File: config.mk
export PLATFORM = sky130hd
export DESIGN_NAME = page_transfer_unit
export DESIGN_NICKNAME = d
export VERILOG_FILES = /design/src/rtl/page_transfer_unit.sv
export SDC_FILE = /design/constraint.sdc
export NUM_CORES = 1
export LEC_CHECK = 0
export CORE_MARGIN = 2
export CORE_UTILIZATION = 35
export CTS_CLUSTER_SIZE = 30
export DETAILED_ROUTE_END_ITERATION = 8
export RECOVER_POWER = 25
export SLEW_MARGIN = 30
export SYNTH_ARGS = -nofsm -noshare
export SYNTH_HDL_FRONTEND = slang
export SYNTH_SLANG_ARGS = --single-unit
File: constraint.sdc
create_clock -name clk -period 3.5 [get_ports clk]
set_clock_uncertainty 0.1 [all_clocks]
set_input_delay 0.525 -clock clk [delete_from_list [all_inputs] [get_ports clk]]
set_output_delay 0.525 -clock clk [all_outputs]
set_load 0.02 [all_outputs]
File: src/rtl/page_transfer_unit.sv
// page_transfer_unit: sequences 16-bit word moves between the page buffer and the NAND data IO unit.
module page_transfer_unit #(
    parameter int ADDR_W  = 14,
    parameter int MAX_LEN = 8640
) (
    input  logic              clk,
    input  logic              reset,
    input  logic              start,
    input  logic              dir,
    input  logic [15:0]       length,
    input  logic              abort,
    output logic              io_activate,
    output logic              io_type,
    output logic [15:0]       io_data_out,
    input  logic [15:0]       io_data_in,
    input  logic              io_busy,
    output logic [ADDR_W-1:0] buf_addr,
    output logic              buf_we,
    output logic [15:0]       buf_wdata,
    input  logic [15:0]       buf_rdata,
    output logic              busy,
    output logic              done,
    output logic [15:0]       count
);
    typedef enum logic [2:0] {IDLE, FETCH, ISSUE, WAIT_HI, WAIT_LO, STORE, FINISH} state_t;
    state_t state, state_n;
    logic        dir_q, abort_q, abort_seen, last;
    logic [15:0] len_q, len_c;
    assign len_c       = (length > 16'(MAX_LEN)) ? 16'(MAX_LEN) : length;
    assign abort_seen  = abort_q | abort;
    assign last        = (count + 16'd1) == len_q;
    assign io_activate = state == ISSUE;
    assign buf_we      = (state == STORE) && !dir_q;
    assign busy        = state != IDLE;
    assign done        = state == FINISH;
    always_ff @(posedge clk) begin
        if (reset) state <= IDLE;
        else       state <= state_n;
    end
    always_comb begin
        state_n = state;
        case (state)
            IDLE:    if (start) state_n = (len_c == 16'd0) ? FINISH : (dir ? FETCH : ISSUE);
            FETCH:   state_n = abort_seen ? FINISH : ISSUE;
            ISSUE:   state_n = WAIT_HI;
            WAIT_HI: if (io_busy) state_n = WAIT_LO;
            WAIT_LO: if (!io_busy) state_n = STORE;
            STORE:   state_n = (last || abort_seen) ? FINISH : (dir_q ? FETCH : ISSUE);
            FINISH:  state_n = IDLE;
            default: state_n = IDLE;
        endcase
    end
    // Datapath; the abort flag is sticky for the whole transfer and dropped once back in IDLE.
    always_ff @(posedge clk) begin
        if (reset) begin
            dir_q       <= 1'b0;
            abort_q     <= 1'b0;
            len_q       <= '0;
            io_type     <= 1'b0;
            io_data_out <= '0;
            buf_addr    <= '0;
            buf_wdata   <= '0;
            count       <= '0;
        end else begin
            abort_q <= (state == IDLE) ? 1'b0 : abort_seen;
            if (state == IDLE && start) begin
                dir_q    <= dir;
                io_type  <= dir;
                len_q    <= len_c;
                buf_addr <= '0;
                count    <= '0;
            end
            if (state == FETCH) io_data_out <= buf_rdata;
            if (state == WAIT_LO && !io_busy && !dir_q) buf_wdata <= io_data_in;
            if (state == STORE) begin
                count    <= count + 16'd1;
                buf_addr <= buf_addr + 1'b1;
            end
        end
    end
endmodule

* Yosys cells after proc, flatten, opt, wreduce, memory -nomap -nowiden *
Index checks and enable logic that the tools add are counted.

operators by class
  $lt $le $gt $ge = 1
  multiplexer cells = 14
  bitwise gates (word level) = 1
  reductions and logical operators = 13
  eq/ne operators = 10
  add/sub/neg operators = 2

operator list
  kind                                                              count
  2-to-1 mux 16 bit                                                 3
  2-to-1 mux 14 bit                                                 2
  2-to-1 mux 3 bit                                                  6
  case mux 3 bit (6 select lines)                                   1
  adder 16 x 1 -> 16 bit (second input constant)                    1
  equality test 16 bit                                              1
  greater-than comparator 16 x 14 -> 1 bit (second input constant)  1
  zero test 16 bit                                                  1
  adder 14 x 1 -> 14 bit (second input constant)                    1
  equality test 3 bit (second input constant)                       3
  equality test 3 x 2 -> 1 bit (second input constant)              2
  != test 2 bit (second input constant)                             3
  logical AND 1 bit                                                 4
  2-to-1 mux 2 bit                                                  2
  equality test 3 x 1 -> 1 bit (second input constant)              1
  zero test 3 bit                                                   1
  AND reduction 3 bit                                               1
  nonzero test 3 bit                                                1
  zero test 1 bit                                                   2
  nonzero test 2 bit                                                1
  OR reduction 2 bit                                                1
  logical OR 1 bit                                                  1
  bitwise OR 1 bit                                                  1

word-level totals
  output and inout bits = 67
  logic and storage cells = 49
  bits of input ports = 54
  register bits after elaboration = 83

* Depth between registers and ports, before layout *
  depth after elaboration = 6
  depth in mapped cells = 9
  depth with buffers taken out = 7

* Least setup slack after synthesis *
No wires, ideal clock.

  kind = reg-to-reg
  start = register count[0]
  end = register state[0]
  arrival time = 2641 ps
  setup slack = 642 ps
  required time = 3283 ps
  setup time = 117 ps
  path buffers = 1
  period minus slack after synthesis = 2858 ps
  stages on the path, launching flop included = 9
  cell sequence = dfxtp_1 ha_1 and4_1 clkbuf_1 nand4_1 xnor2_1 or4_1 or4_4 a22o_1

between the ends
  longest elaborated chain between the ends = 5

ends and longest elaborated chain
  item                             line  source
  start, declared                  23    output logic [15:0] count
  start signal, assigned           76    count <= count + 16'd1;
  adder 16 x 1 -> 16 bit           31    assign last = (count + 16'd1) == len_q;
  equality test 16 bit             31
  logical OR 1 bit                 48    STORE: state_n = (last || abort_seen) ? FINISH : (dir_q ? FETCH : ISSUE);
  2-to-1 mux 3 bit                 48
  case mux 3 bit (6 select lines)  42    case (state)
  end signal, assigned             38    else state <= state_n;
  end, declared                    26    state_t state, state_n;

Every way passes these cells.
A chain may end at the register's enable or synchronous reset.

* Final worst setup path *
Same ends and word-level chain as after synthesis.

==> flow_summary.json <==
{
  "status": "complete, but fails checks",
  "violations": "max-capacitance violations, max-slew violations",
  "setup-violations-final": 0,
  "dpl_cell_area_mm2": 0.00526,
  "synth_cell_types": 54,
  "period_needed_ns": 2.88,
  "syn_area_mm2": 0.00399,
  "clk_path_buf_depth": 2,
  "async_flop_share_pct": 0,
  "critPathArrivalTime_ns": 3.01,
  "ys_ff_latch": 83,
  "io_buffers": 120,
  "io-pin-count": 121,
  "hold_path.class": "register to register",
  "final_util_pct": 51.1,
  "drc": 0,
  "overflow": 0,
  "nets": 677,
  "synthCells": 520,
  "die_h_um": 111,
  "synth-main-ff-cell": "dfxtp_1",
  "h-tree-depth": 3,
  "cts_sinks": 83,
  "relSlewSlack_pct": -5.35,
  "max_freq_ghz": 0.347,
  "firstDrtPassIters": 7,
  "cts_hold_buf": 0,
  "clk_latency_ns": 0.34,
  "cp-start-kind": "register",
  "syn_avg_cell_area_um2": 7.67,
  "slowest_delay_ns": 0.52,
  "grt_use_total_pct": 19.2,
  "crit_slowest_cell": "or4_4",
  "die_w_um": 111,
  "rsz0062_at_grt": "false",
  "crit_buf_inv": 0,
  "row_count": 38,
  "required_ns": 3.63,
  "period_share_pct": 82.4,
  "design_area_mm2": 0.00561,
  "slew_violations": 74,
  "drive_gt1_share_pct": 5.76,
  "die_area_mm2": 0.0123,
  "wl_per_cell_um": 15.5,
  "dpl.hpwl_um": 8140,
  "cts_tree": "yes",
  "endpoint_kind": "register",
  "crit_type": "register to register",
  "area_growth_pct": 40.5,
  "vias_per_cell": 5.26,
  "grt_max_degree": 74,
  "p_leak_uw": 0.00197,
  "cts_resized": 0,
  "grt_pass1_vias": 3922,
  "cp_max_fo": 9,
  "antenna-diode-count": 0,
  "worst_slew_pin_slew_ns": 1.58,
  "ys_warn_count": 0,
  "pwr_density_cell_mw_per_mm2": 431,
  "initial_core_util_pct": 36.3,
  "hold_viol_final": 0,
  "coreArea_mm2": 0.0110,
  "root_buffer": "clkbuf_16",
  "gp_congestion": 0.853,
  "synth-seq-area-share_pct": 41.6,
  "crit_chain": "ha_1, and4_1, nand4_1, xnor2_1, or4_1, or4_4, a22o_1",
  "clkTransAtPathRegs_ns": 0.06,
  "cap_violations": 1,
  "ir_worst_vdd_v": 0.000344,
  "syn_nets": 576,
  "cts_setup_buffers": 0,
  "antenna_left": 0,
  "synth_edf_count": 0,
  "drt-total-wl_um": 11800,
  "antenna_found_initial": 0,
  "grt_pass1_wl_um": 19400,
  "drtIter0Drc": 230,
  "numCtsBuffers": 9,
  "vias": 4024,
  "cpLargestDelayFamily": "simple AND/OR/NAND/NOR gates",
  "tns_ns": 0
}
## registers in the layout, indices dropped and copies added (netlist names)
register	count
io_data_out	16
buf_wdata	16
buf_addr	14
state	3
dir_q	1
len_q	16
count	16
abort_q	1
## through the flow
stage | hold WS [ns] | total power [uW] | instances | worst slack [ns]
detailed placement | 0.347 | 1350 | 750 | 0.608
global placement | 0.341 | 1350 | 750 | 0.696
floorplan | 0.373 | 1190 | 520 | 0.642
finish | 0.351 | 2420 | 765 | 0.617
global route | 0.372 | 2510 | 765 | 0.446
CTS | 0.355 | 2440 | 765 | 0.612
## synth_stat cells (2+ instances only)
cell type | count | area share, %
nor4_1 | 5 | 0.78
mux2i_1 | 3 | 0.75
o211ai_1 | 2 | 0.38
and2_1 | 4 | 0.63
or4_1 | 2 | 0.38
xnor2_1 | 13 | 2.9
or3_1 | 3 | 0.47
a211oi_1 | 4 | 0.75
mux2_2 | 4 | 1.1
buf_2 | 2 | 0.25
clkbuf_1 | 31 | 2.9
nand4_1 | 7 | 1.1
dfxtp_1 | 83 | 42
nand2_1 | 100 | 9.4
a21oi_1 | 65 | 8.2
nor3_1 | 13 | 1.6
and3_1 | 11 | 1.7
a22oi_1 | 10 | 1.9
a311oi_1 | 2 | 0.44
a31oi_1 | 3 | 0.47
o311a_1 | 3 | 0.75
nand4b_1 | 2 | 0.44
nand2b_1 | 2 | 0.31
o21ai_0 | 20 | 2.5
ha_1 | 2 | 0.63
nor2_1 | 51 | 4.8
nand3b_1 | 3 | 0.56
and4_1 | 6 | 1.3
xor2_1 | 5 | 1.1
nor3b_1 | 2 | 0.38
o311ai_0 | 2 | 0.44
or2_2 | 3 | 0.47
inv_1 | 9 | 0.85
or4_4 | 2 | 0.56
nand3_1 | 20 | 2.5
o221a_2 | 3 | 0.85
## placed cells by master (no fill, tap or decap), types with 5 or more instances in the layout
master / n
dlygate4sd3_1: 14
nand2_1: 100
nor3_1: 12
nor2_1: 51
nand3_1: 20
buf_4: 5
xnor2_1: 13
inv_1: 9
o21ai_0: 20
and4_1: 6
a21oi_1: 65
xor2_1: 5
clkbuf_16: 9
and3_1: 11
nor4_1: 5
a22oi_1: 10
nand4_1: 7
clkdlybuf4s50_1: 105
dfxtp_1: 83
## worst paths after layout
| check | cells past startpoint | slack [ns] | endpoint | start |
|---|---|---|---|---|
| hold reg to reg | 2 | 0.35 | buf_wdata[15] | buf_wdata[15] |
| setup reg to reg | 7 | 0.62 | state[0] | count[0] |
| setup / recovery | 7 | 0.62 | state[0] | count[0] |
| hold / removal | 2 | 0.35 | buf_wdata[15] | buf_wdata[15] |
## worst reg2reg max path, stage by stage (launching register included)
cell	delay, ns
dfxtp_1	0.48
ha_1	0.34
and4_1	0.35
nand4_1	0.20
xnor2_1	0.18
or4_1	0.39
or4_4	0.52
a22o_1	0.22
## metal layers
metal  vias up  track usage (%)  wire, um
li1       2031                -         -
met1      1855             24.3      5460
met2       119             31.6      5440
met3        19             5.25       706
met4         0             6.33       234
met5         -                0         0
## where the power goes
part / internal [uW] / total, uW / switching (uW)
clock network: 714 / 1090 / 376
logic: 146 / 323 / 177
registers: 975 / 1000 / 29.1
## logic make-up after synthesis
kind of cell             count (synthesis)  share of synthesized area (%)
AO/OA/AOI/OAI                          125                           19.0
XOR/XNOR                                18                           3.95
adder cells (fa/ha/maj)                  2                          0.627
buffers and inverters                   45                           4.58
flip-flops                              83                           41.6
multiplexers                             7                           1.88
AND/OR/NAND/NOR                        240                           28.3
## cell type report
class / instances / area, um2
fill: 1053 / 5380
multi-input combinational: 392 / 2160
sequential: 83 / 1660
timing repair buffer: 126 / 1240
clock buffer: 11 / 243
tap: 140 / 175
clock inverter: 4 / 98.8
inverter: 9 / 33.8
Note: power is estimated with default switching activity, not from simulation.
